$ cat config.mk
export PLATFORM = sky130hd
export DESIGN_NAME = pipe_adder_flat
export DESIGN_NICKNAME = d
export VERILOG_FILES = /design/src/rtl/pipe_adder_pkg.sv /design/src/rtl/pipe_adder_if.sv /design/src/rtl/pipe_adder_cla_slice.sv /design/src/rtl/pipe_adder.sv /design/src/flat_wrapper.sv
export SDC_FILE = /design/constraint.sdc
export NUM_CORES = 1
export LEC_CHECK = 0
export CAP_MARGIN = 20
export CORE_ASPECT_RATIO = 1.2
export CORE_UTILIZATION = 43
export CTS_CLUSTER_SIZE = 8
export DETAILED_ROUTE_END_ITERATION = 10
export SLEW_MARGIN = 40
export SYNTH_ARGS = -nofsm -noshare
export SYNTH_HDL_FRONTEND = slang
export SYNTH_SLANG_ARGS = --single-unit
export TNS_END_PERCENT = 1
$ cat constraint.sdc
create_clock -name clk -period 2.76 [get_ports clk]
set_clock_uncertainty 0.15 [all_clocks]
set_input_delay 0.276 -clock clk [delete_from_list [all_inputs] [get_ports clk]]
set_output_delay 0.276 -clock clk [all_outputs]
set_load 0.005 [all_outputs]
$ cat src/rtl/pipe_adder_pkg.sv
// pipe_adder_pkg: shared definitions for the pipelined adder/subtractor.
//   op_t            2-bit operation code carried on the request bus
//   OP_ADD/SUB/ADC/SBC  operation encodings
//   op_inverts_b()  1 when operand B enters the adder inverted
//   op_carry_in()   carry-in seen by the least significant slice
package pipe_adder_pkg;

    typedef logic [1:0] op_t;

    localparam op_t OP_ADD = 2'b00;  // a + b
    localparam op_t OP_SUB = 2'b01;  // a + ~b + 1
    localparam op_t OP_ADC = 2'b10;  // a + b + cin
    localparam op_t OP_SBC = 2'b11;  // a + ~b + cin

    function automatic logic op_inverts_b(input op_t op);
        return (op == OP_SUB) || (op == OP_SBC);
    endfunction

    function automatic logic op_carry_in(input op_t op, input logic cin);
        logic c;
        case (op)
            OP_ADD:  c = 1'b0;
            OP_SUB:  c = 1'b1;
            default: c = cin;
        endcase
        return c;
    endfunction

endpackage

$ cat src/rtl/pipe_adder_if.sv
// pipe_adder_if: request/response bundle of the pipelined adder.
//   in_valid/in_ready   request handshake, payload in_a, in_b, in_op, in_cin
//   out_valid/out_ready response handshake, payload out_sum, out_cout,
//                       out_ovf, out_zero
//   master: the issuing side (drives requests, accepts results)
//   slave:  the adder itself
//
// Handshake: a transfer happens on a rising clock edge where valid && ready
// are both high. The source keeps valid and payload steady until that edge;
// ready may depend combinationally on the sink's state and on its own
// downstream ready, but never on valid.
interface pipe_adder_if
    import pipe_adder_pkg::*;
#(
    parameter int WIDTH = 32
) ();

    logic             in_valid;
    logic             in_ready;
    logic [WIDTH-1:0] in_a;
    logic [WIDTH-1:0] in_b;
    op_t              in_op;
    logic             in_cin;

    logic             out_valid;
    logic             out_ready;
    logic [WIDTH-1:0] out_sum;
    logic             out_cout;
    logic             out_ovf;
    logic             out_zero;

    modport master (
        output in_valid, in_a, in_b, in_op, in_cin, out_ready,
        input  in_ready, out_valid, out_sum, out_cout, out_ovf, out_zero
    );

    modport slave (
        input  in_valid, in_a, in_b, in_op, in_cin, out_ready,
        output in_ready, out_valid, out_sum, out_cout, out_ovf, out_zero
    );

endinterface

$ cat src/rtl/pipe_adder_cla_slice.sv
// cla_slice: combinational SW-bit carry-lookahead adder slice.
//   a, b      slice operands (b already inverted for subtraction)
//   c_in      carry into the slice LSB
//   sum       a + b + c_in modulo 2^SW
//   c_out     carry out of the slice MSB
//   c_msb_in  carry into the slice MSB (used for signed overflow)
module cla_slice #(
    parameter int SW = 8
) (
    input  logic [SW-1:0] a,
    input  logic [SW-1:0] b,
    input  logic          c_in,
    output logic [SW-1:0] sum,
    output logic          c_out,
    output logic          c_msb_in
);

    logic [SW-1:0] p;
    logic [SW-1:0] g;
    logic [SW:0]   c;

    assign p = a ^ b;
    assign g = a & b;

    // Every carry is an independent sum of products of generate terms and
    // the running propagate chain, so no carry waits on its neighbour:
    // c[i+1] = g[i] | p[i]g[i-1] | ... | p[i]..p[0]c_in
    always_comb begin
        logic run_p;
        run_p = 1'b0;
        c     = '0;
        c[0]  = c_in;
        for (int i = 0; i < SW; i++) begin
            c[i+1] = g[i];
            run_p  = p[i];
            for (int j = i - 1; j >= 0; j--) begin
                c[i+1] = c[i+1] | (run_p & g[j]);
                run_p  = run_p & p[j];
            end
            c[i+1] = c[i+1] | (run_p & c_in);
        end
    end

    assign sum      = p ^ c[SW-1:0];
    assign c_out    = c[SW];
    assign c_msb_in = c[SW-1];

endmodule

$ cat src/rtl/pipe_adder.sv
// pipe_adder: pipelined WIDTH-bit adder/subtractor, one SW-bit slice per
// stage, one operation per cycle.
//   clk    rising-edge clock
//   rst_n  asynchronous active-low reset
//   bus    pipe_adder_if slave: in_valid/in_ready with in_a, in_b, in_op,
//          in_cin; out_valid/out_ready with out_sum, out_cout, out_ovf,
//          out_zero (all result fields come straight from the last stage)
module pipe_adder
    import pipe_adder_pkg::*;
#(
    parameter int WIDTH  = 32,
    parameter int STAGES = 4
) (
    input  logic        clk,
    input  logic        rst_n,
    pipe_adder_if.slave bus
);

    localparam int SW = WIDTH / STAGES;

    // One register per stage. sum holds the slices resolved so far; a and b
    // carry the operands forward so later stages can pick up their slices.
    typedef struct packed {
        logic             valid;
        logic             carry;
        logic             zacc;
        logic             ovf;
        logic [WIDTH-1:0] sum;
        logic [WIDTH-1:0] a;
        logic [WIDTH-1:0] b;
    } stage_t;

    stage_t st_q [STAGES];
    stage_t st_d [STAGES];

    logic [STAGES:0] rdy;
    logic [WIDTH-1:0] b_res;
    logic             c0;

    logic [STAGES-1:0][SW-1:0] sl_a;
    logic [STAGES-1:0][SW-1:0] sl_b;
    logic [STAGES-1:0][SW-1:0] sl_sum;
    logic [STAGES-1:0]         sl_cin;
    logic [STAGES-1:0]         sl_cout;
    logic [STAGES-1:0]         sl_cmsb;

    assign b_res = op_inverts_b(bus.in_op) ? ~bus.in_b : bus.in_b;
    assign c0    = op_carry_in(bus.in_op, bus.in_cin);

    // A stage can take new data when it is empty or its occupant moves on
    // this same edge; evaluated from the output end back to the input.
    always_comb begin
        rdy[STAGES] = bus.out_ready;
        for (int k = STAGES - 1; k >= 0; k--) begin
            rdy[k] = !st_q[k].valid || rdy[k+1];
        end
    end

    // Slice 0 works on the live request; slice k on what stage k-1 holds.
    always_comb begin
        sl_a[0]   = bus.in_a[SW-1:0];
        sl_b[0]   = b_res[SW-1:0];
        sl_cin[0] = c0;
        for (int k = 1; k < STAGES; k++) begin
            sl_a[k]   = st_q[k-1].a[k*SW +: SW];
            sl_b[k]   = st_q[k-1].b[k*SW +: SW];
            sl_cin[k] = st_q[k-1].carry;
        end
    end

    for (genvar k = 0; k < STAGES; k++) begin : g_slice
        cla_slice #(
            .SW(SW)
        ) u_slice (
            .a       (sl_a[k]),
            .b       (sl_b[k]),
            .c_in    (sl_cin[k]),
            .sum     (sl_sum[k]),
            .c_out   (sl_cout[k]),
            .c_msb_in(sl_cmsb[k])
        );
    end

    always_comb begin
        st_d[0].valid         = bus.in_valid;
        st_d[0].carry         = sl_cout[0];
        st_d[0].zacc          = (sl_sum[0] == '0);
        st_d[0].ovf           = sl_cmsb[0] ^ sl_cout[0];
        st_d[0].sum           = '0;
        st_d[0].sum[SW-1:0]   = sl_sum[0];
        st_d[0].a             = bus.in_a;
        st_d[0].b             = b_res;
        for (int k = 1; k < STAGES; k++) begin
            st_d[k]                  = st_q[k-1];
            st_d[k].carry            = sl_cout[k];
            st_d[k].zacc             = st_q[k-1].zacc & (sl_sum[k] == '0);
            // Only the last stage's value reaches out_ovf.
            st_d[k].ovf              = sl_cmsb[k] ^ sl_cout[k];
            st_d[k].sum[k*SW +: SW]  = sl_sum[k];
        end
    end

    always_ff @(posedge clk or negedge rst_n) begin
        if (!rst_n) begin
            for (int k = 0; k < STAGES; k++) begin
                st_q[k] <= '0;
            end
        end else begin
            for (int k = 0; k < STAGES; k++) begin
                if (rdy[k]) begin
                    st_q[k] <= st_d[k];
                end
            end
        end
    end

    assign bus.in_ready  = rdy[0];
    assign bus.out_valid = st_q[STAGES-1].valid;
    assign bus.out_sum   = st_q[STAGES-1].sum;
    assign bus.out_cout  = st_q[STAGES-1].carry;
    assign bus.out_ovf   = st_q[STAGES-1].ovf;
    assign bus.out_zero  = st_q[STAGES-1].zacc;

    // Operand copies in the last stage have no further consumer.
    logic unused_tail;
    assign unused_tail = ^{st_q[STAGES-1].a, st_q[STAGES-1].b};

endmodule

$ cat src/flat_wrapper.sv
// flat-port wrapper written by rule: the top's interface ports become plain ports
module pipe_adder_flat import pipe_adder_pkg::*;
#(
    parameter int WIDTH  = 32,
    parameter int STAGES = 4
)
  (clk, rst_n, bus_in_valid, bus_in_a, bus_in_b, bus_in_op, bus_in_cin, bus_out_ready, bus_in_ready, bus_out_valid, bus_out_sum, bus_out_cout, bus_out_ovf, bus_out_zero);
  pipe_adder_if #(.WIDTH(WIDTH)) bus_i ();
  input  logic clk;
  input  logic rst_n;
  input wire logic [$bits(bus_i.in_valid)-1:0] bus_in_valid;
  input wire logic [$bits(bus_i.in_a)-1:0] bus_in_a;
  input wire logic [$bits(bus_i.in_b)-1:0] bus_in_b;
  input wire logic [$bits(bus_i.in_op)-1:0] bus_in_op;
  input wire logic [$bits(bus_i.in_cin)-1:0] bus_in_cin;
  input wire logic [$bits(bus_i.out_ready)-1:0] bus_out_ready;
  output wire logic [$bits(bus_i.in_ready)-1:0] bus_in_ready;
  output wire logic [$bits(bus_i.out_valid)-1:0] bus_out_valid;
  output wire logic [$bits(bus_i.out_sum)-1:0] bus_out_sum;
  output wire logic [$bits(bus_i.out_cout)-1:0] bus_out_cout;
  output wire logic [$bits(bus_i.out_ovf)-1:0] bus_out_ovf;
  output wire logic [$bits(bus_i.out_zero)-1:0] bus_out_zero;
  assign bus_i.in_valid = bus_in_valid;
  assign bus_i.in_a = bus_in_a;
  assign bus_i.in_b = bus_in_b;
  assign bus_i.in_op = bus_in_op;
  assign bus_i.in_cin = bus_in_cin;
  assign bus_i.out_ready = bus_out_ready;
  assign bus_in_ready = bus_i.in_ready;
  assign bus_out_valid = bus_i.out_valid;
  assign bus_out_sum = bus_i.out_sum;
  assign bus_out_cout = bus_i.out_cout;
  assign bus_out_ovf = bus_i.out_ovf;
  assign bus_out_zero = bus_i.out_zero;
  pipe_adder #(.WIDTH(WIDTH), .STAGES(STAGES)) u_core (.clk(clk), .rst_n(rst_n), .bus(bus_i));
endmodule
==> results.md, run 1 <==
- Final period utilization: 86.0%
- Final hold vios: 0
- First-iteration detailed-routing DRC count: 347
- Worst slew margin: 62.0%
- Cells after DPL: 1286
- Max_cap viols: 0
- # DRC: 0
- Yosys top cell by area: dfrtp_1
- Crit-path max FO: 4
- Clock power frac: 27.5%
- Largest net degree at the start of global routing: 76
- Worst skew pair latency: 430 ps
- Status: completed
- Post-CTS Setup Bufs: 0
- Fin cells: 1319
- Post-Syn Nets: 1083
- Clk root buf: clkbuf_16
- Initial Util: 43.8%
- Register area share after synthesis: 53.3%
- Avg Cell Area, Syn: 9.10 um^2
- Critical path class: reg2out
- Netlist Area Pre-Place: 8870 um^2
- Sw Pwr: 2800 uW
- Core area: 20300 um^2
- VDD IR-drop max: 0.000457 V
- Static leakage: 0.00505 uW
- Critical path's largest stage delay: 510 ps
- CP Capture Type: primary output
- Top cell type's share of synthesized area: 53.3%
- GRT overflow: 0
- Post-layout util: 52.4%
- Die Span Y: 159 um
- Worst min-delay path class: in2reg
- Post-synth EDFFs: 0
- Bufs on Longest Clock Path: 2
- CP Buf/Inv Count: 2
- First-pass GRT wire length: 30700 um
- Clock transition at path regs: 70 ps
- Final worst setup slack: 387 ps
- All-Layer GR Usage: 17.8%
- Gate power share: 28.2%
- Post-Syn Instances: 975
- Total CTS buffers: 17
- Avg Vias per Cell: 4.67
- CTS tree: done
- Via Count: 6159
- Worst path cell trace: and4b_1 > and2_2 > inv_1 > clkdlybuf4s50_1
- Number of global-route vias before repair: 6145
- I/O Buffers: 107
- Antenna violations before repair: 0
- CP startpoint kind: flop
- Worst path required time: 2330 ps
- Ys async rst share: 100%
- CTS Hold Bufs: 1
- DP Worst Slack: 37.3 ps
- Area contributors post-synth: dfrtp_1 (53%), nand2_1 (18%), ha_1 (4.7%)
- Final setup vio count: 0
- Int Pwr: 6150 uW
- Area Growth Syn to Fin: 19.6%
- Sink Count: 189
- Ports: 108
- GP Congestion: 0.779
- Tmin final: 2370 ps
- Crit-path leading delay family: buffers and inverters
- Sequential Power Share: 44.4%
- Setup tns final: 0 ps
- Max Slew Vio Count: 0
- Placed inst area: 10000 um^2
- Detailed Routing Iterations Pass 1: 5
- Row count: 57
- Layout Cell Area excl Fill: 10600 um^2
- Final WL: 17100 um
- Drt wl/cell: 12.9 um
- RSZ-0062 raised after global routing: false
- Max Clk Rate: 0.421 GHz
- Primary FF master, synth: dfrtp_1
- Worst path arrival time: 1950 ps
- Worst Max-Slew Pin Slew: 570 ps
- H-tree depth: 4
- Synth warnings: 0
- Cell variety after synth: 47
- Diode count: 0
- Die W: 133 um
- #FFs+latches synth: 189
- # resized after CTS: 0
- Slowest-stage cell, CP: clkdlybuf4s50_1
- Power Dens Cells: 843 nW/um^2
- Switching share of total power: 31.3%
- Fraction of layout cells with a size suffix above 1: 6.26%
- Antenna-violating nets left: 0
- Nets: 1149
- Total die area: 21200 um^2
- DP Wirelength: 12000 um
## area by class of cell
| cell class | instances | area [um^2] |
|---|---|---|
| Sequential cell | 189 | 4730 |
| Tap cell | 265 | 332 |
| Clock inverter | 14 | 161 |
| Multi-Input combinational cell | 696 | 3670 |
| Fill cell | 1944 | 9650 |
| Clock buffer | 18 | 429 |
| Timing Repair Buffer | 124 | 1230 |
| Inverter | 13 | 48.8 |
## final timing paths
| kind | startpoint | cells after the start | slack [ps] | to |
|---|---|---|---|---|
| min in group asynchronous | rst_n | 2 | 240 | u_core.bus.out_sum[20] |
| hold / removal | bus_in_a[16] | 3 | 220 | u_core.st_d[248] |
| setup / recovery | u_core.bus.out_valid | 4 | 390 | bus_in_ready |
| max in group asynchronous | rst_n | 3 | 1450 | u_core.st_d[199] |
| setup reg to reg | u_core.sl_a[24] | 7 | 410 | u_core.bus.out_zero |
| hold reg to reg | u_core.bus.out_sum[27] | 2 | 320 | u_core.bus.out_sum[27] |
## cells in the mapped netlist, types with 3 or more instances
| cell type | count |
|---|---|
| nor2_1 | 27 |
| o21bai_1 | 3 |
| inv_1 | 13 |
| o21ai_0 | 53 |
| xor2_1 | 21 |
| buf_1 | 4 |
| a31oi_1 | 4 |
| ha_1 | 33 |
| nor2b_1 | 3 |
| a21oi_1 | 26 |
| nand2b_1 | 8 |
| buf_2 | 8 |
| a32o_1 | 3 |
| and2_1 | 3 |
| clkbuf_1 | 32 |
| a31o_2 | 3 |
| a21o_1 | 5 |
| xnor2_1 | 37 |
| nor3_1 | 6 |
| dfrtp_1 | 189 |
| a211oi_1 | 5 |
| nand4_1 | 5 |
| buf_4 | 32 |
| fa_1 | 4 |
| nand2_1 | 418 |
| or2_2 | 6 |
## logic make-up (layout without fill, tap and decap cells)
logic type,Yosys count,after routing,share of synthesized area (%)
AOI/OAI and AO/OA,115,115,8.10
xor gates and xnor gates,59,59,5.91
muxes,1,1,0.169
buffers and inverters,90,169,5.36
and+or+nand+nor,484,484,21.6
adders and majority gates,37,37,5.56
DFF,189,189,53.3
## state kept, by name, indices dropped and copies added, names as in the netlist
| register | cells |
|---|---|
| u_core.st_q | 3 |
| u_core.st_d | 99 |
| u_core.bus.out_zero | 1 |
| u_core.bus.out_sum | 32 |
| u_core.sl_a | 24 |
| u_core.sl_cin | 3 |
| u_core.bus.out_valid | 1 |
| u_core.bus.out_cout | 1 |
| u_core.bus.out_ovf | 1 |
| u_core.sl_b | 24 |
## per-layer routing
layer | global-route usage [%] | vias to the layer above | part of all wire [%]
li1 | - | 3225 | -
met1 | 27.1 | 2818 | 53
met2 | 25.9 | 100 | 42
met3 | 3.50 | 16 | 3.6
met4 | 4.80 | 0 | 1.0
met5 | 0 | - | 0
## layout by cell type, fill, tap and decap left out, types with 3 or more instances in the layout
| cell type | instances |
|---|---|
| ha_1 | 33 |
| nand2b_1 | 8 |
| clkbuf_16 | 17 |
| dfrtp_1 | 189 |
| buf_4 | 13 |
| a21o_1 | 5 |
| clkinvlp_4 | 4 |
| buf_12 | 3 |
| o21ai_0 | 53 |
| nor3_1 | 6 |
| xnor2_1 | 37 |
| fa_1 | 4 |
| a32o_1 | 3 |
| a21oi_1 | 26 |
| nor2_1 | 27 |
| nand2_1 | 418 |
| a211oi_1 | 5 |
| inv_1 | 13 |
| xor2_1 | 21 |
| o21bai_1 | 3 |
| clkdlybuf4s50_1 | 105 |
| a31o_2 | 3 |
| a31oi_1 | 4 |
| or2_2 | 6 |
| inv_6 | 3 |
| nand4_1 | 5 |
## worst register-to-register path, cell delays in order (launching register included)
cell and delay [ps]:
dfrtp_1 390, ha_1 290, a211oi_1 350, o21ai_0 150, o211a_1 200, a31oi_1 320
xor2_1 250, a32o_1 190
## stage by stage
stage,hold WS (ps),power (uW)
floorplan,-170,5770
global placement,137,6500
detailed placement,144,6570
CTS,213,9060
global route,226,9580
finish,223,8940
## power groups by stage
stage / logic [uW] / clock network (uW) / registers (uW)
2_1_floorplan: 1890 / 0 / 3880
5_1_grt: 2890 / 2620 / 4070
3_5_place_dp: 2540 / 0 / 4030
6_report: 2520 / 2460 / 3970
3_3_place_gp: 2510 / 0 / 4000
4_1_cts: 2560 / 2520 / 3980
(Power assumes the default switching activity.)
==> run 2: changes to the inputs <==
CELL_PAD_IN_SITES_DETAIL_PLACEMENT = 1   (was unset)
CELL_PAD_IN_SITES_GLOBAL_PLACEMENT = 2   (was unset)
CORE_UTILIZATION = 35   (was 43)
PLACE_DENSITY_LB_ADDON = 0.1   (was unset)
==> results.md, run 2 (synthesis results as in run 1) <==
- Worst Max-Slew Pin Slew: 673 ps (+102 ps)
- Bufs on Longest Clock Path: 2 (unchanged)
- Core area: 24800 um^2 (+23%)
- Max FFs per register: 99 (unchanged)
- Final setup vio count: 0 (unchanged)
- Initial Util: 35.7% (-8.1 points)
- Ports: 108 (unchanged)
- Crit-path max FO: 4 (unchanged)
- Static leakage: 0.00509 uW (+0.69%)
- Die W: 147 um (+11%)
- Max Slew Vio Count: 0 (unchanged)
- Sw Pwr: 2930 uW (+4.8%)
- Status: completed
- Hold Crit Depth: 3 (unchanged)
- Nets: 1151 (+0.17%)
- Switching share of total power: 32.0% (+0.74 points)
- Power Dens Cells: 854 nW/um^2 (+1.3%)
- CTS tree: done
- Cells after DPL: 1348 (+4.8%)
- Setup tns final: 0 ps (unchanged)
- # resized after CTS: 0 (unchanged)
- I/O Buffers: 107 (unchanged)
- First-iteration detailed-routing DRC count: 266 (-23%)
- Largest net degree at the start of global routing: 73 (-3.9%)
- # DRC: 0 (unchanged)
- Final WL: 19500 um (+14%)
- Clk root buf: clkbuf_16
- Total CTS buffers: 17 (unchanged)
- Row count: 63 (+11%)
- Antenna-violating nets left: 0 (unchanged)
- Clock transition at path regs: 70 ps (about the same)
- Int Pwr: 6220 uW (+1.2%)
- VDD IR-drop max: 0.000455 V (-0.48%)
- Number of global-route vias before repair: 6705 (+9.1%)
- Detailed Routing Iterations Pass 1: 5 (unchanged)
- Diode count: 0 (unchanged)
- Worst path arrival time: 2030 ps (+80 ps)
- Max_cap viols: 0 (unchanged)
- Worst skew pair latency: 440 ps (about the same)
- Placed inst area: 10100 um^2 (+0.81%)
- Avg Vias per Cell: 4.54 (-2.9%)
- Drt wl/cell: 14.1 um (+9.3%)
- RSZ-0062 raised after global routing: false
- Worst slew margin: 55.1% (-6.8 points)
- CP Capture Type: primary output
- Critical path class: reg2out
- Fraction of layout cells with a size suffix above 1: 6.63% (+0.37 points)
- Most common cell after layout, fill and taps aside: nand2_1
- First-pass GRT wire length: 34000 um (+11%)
- Via Count: 6264 (+1.7%)
- Area Growth Syn to Fin: 20.8%
- H-tree depth: 4 (unchanged)
- Sequential Power Share: 43.5% (-0.9 points)
- Sink Count: 189 (unchanged)
- Filler instances: 2917 (+50%)
- Die Span Y: 176 um (+11%)
- Clock power frac: 28.3% (+0.8 points)
- GRT overflow: 0 (unchanged)
- Final Power: 9150 uW (+2.3%)
- Final hold vios: 0 (unchanged)
- Most frequent cells in the layout: nand2_1 (418), dfrtp_1 (189), clkdlybuf4s50_1 (105)
- Gate power share: 28.2% (about the same)
- Worst path required time: 2330 ps (about the same)
- Total die area: 26000 um^2 (+23%)
- Fin cells: 1381 (+4.7%)
- Layout Cell Area excl Fill: 10700 um^2 (+1.1%)
- DP Wirelength: 14100 um (+18%)
- Antenna violations before repair: 0 (unchanged)
- R2R depth: 7 (unchanged)
- Final period utilization: 89.1% (+3.2 points)
- Tmin final: 2460 ps (+87.2 ps)
- Hold Slack: 148 ps (-75.8 ps)
- All-Layer GR Usage: 16.5% (-1.3 points)
- CP startpoint kind: flop
- Worst min-delay path class: in2reg
- Max Clk Rate: 0.407 GHz (-3.5%)
- GP Congestion: 0.774 (-0.64%)
- Register-to-register setup slack: 300 ps (-110 ps)
## run 2: routing by layer
metal	part of all wire, %	track usage (%)	routed length [um]	up-vias
met2	43	24.9	8390	91
met5	0	0	0	-
met3	2.7	2.95	535	13
met1	53	23.8	10400	2938
li1	-	-	-	3222
met4	1.3	5.54	245	0
## run 2: final cells by class
type | count | area [um^2] | area share [%]
Multi-Input combinational cell | 696 | 3670 | 34.2
Timing Repair Buffer | 126 | 1240 | 11.6
Tap cell | 325 | 407 | 3.79
Inverter | 13 | 48.8 | 0.455
Clock buffer | 19 | 453 | 4.23
Sequential cell | 189 | 4730 | 44.1
Clock inverter | 13 | 168 | 1.56
## run 2: repair_timing
item                      in CTS  in global routing
hold buffers                   1                  0
setup buffers                  0                  0
hold endpoints to repair      54                  0
## run 2: per-stage QoR
stage	setup slack, ps	utilization, %
after global placement	43.6	40.6
final	300	43.2
after global routing	177	43.2
after floorplan	137	-
after CTS	212	43.2
after detailed placement	35.5	40.6
## run 2: worst paths after layout
path / start / endpoint
worst min register to register: u_core.bus.out_sum[23] / u_core.bus.out_sum[23]
min in group asynchronous: rst_n / u_core.bus.out_sum[10]
worst max register to register: u_core.sl_a[8] / u_core.sl_cin[2]
max in group asynchronous: rst_n / u_core.sl_a[15]
worst min-delay path: bus_in_op[0] / u_core.st_d[218]
worst max-delay path: u_core.bus.out_valid / bus_in_ready
## run 2: power by group through the flow
stage	combinational (uW)	sequential [uW]	clock (uW)
finish	2580	3980	2590
global route	2960	4090	2760
CTS	2640	3990	2670
detailed placement	2620	4050	0
global placement	2570	4020	0
floorplan	1890	3880	0
## run 2: worst max-delay path, stage by stage, from the launching register on
cell	delay (ps)
dfrtp_1	430
and4b_2	260
and2_2	220
inv_1	160
clkdlybuf4s50_1	540
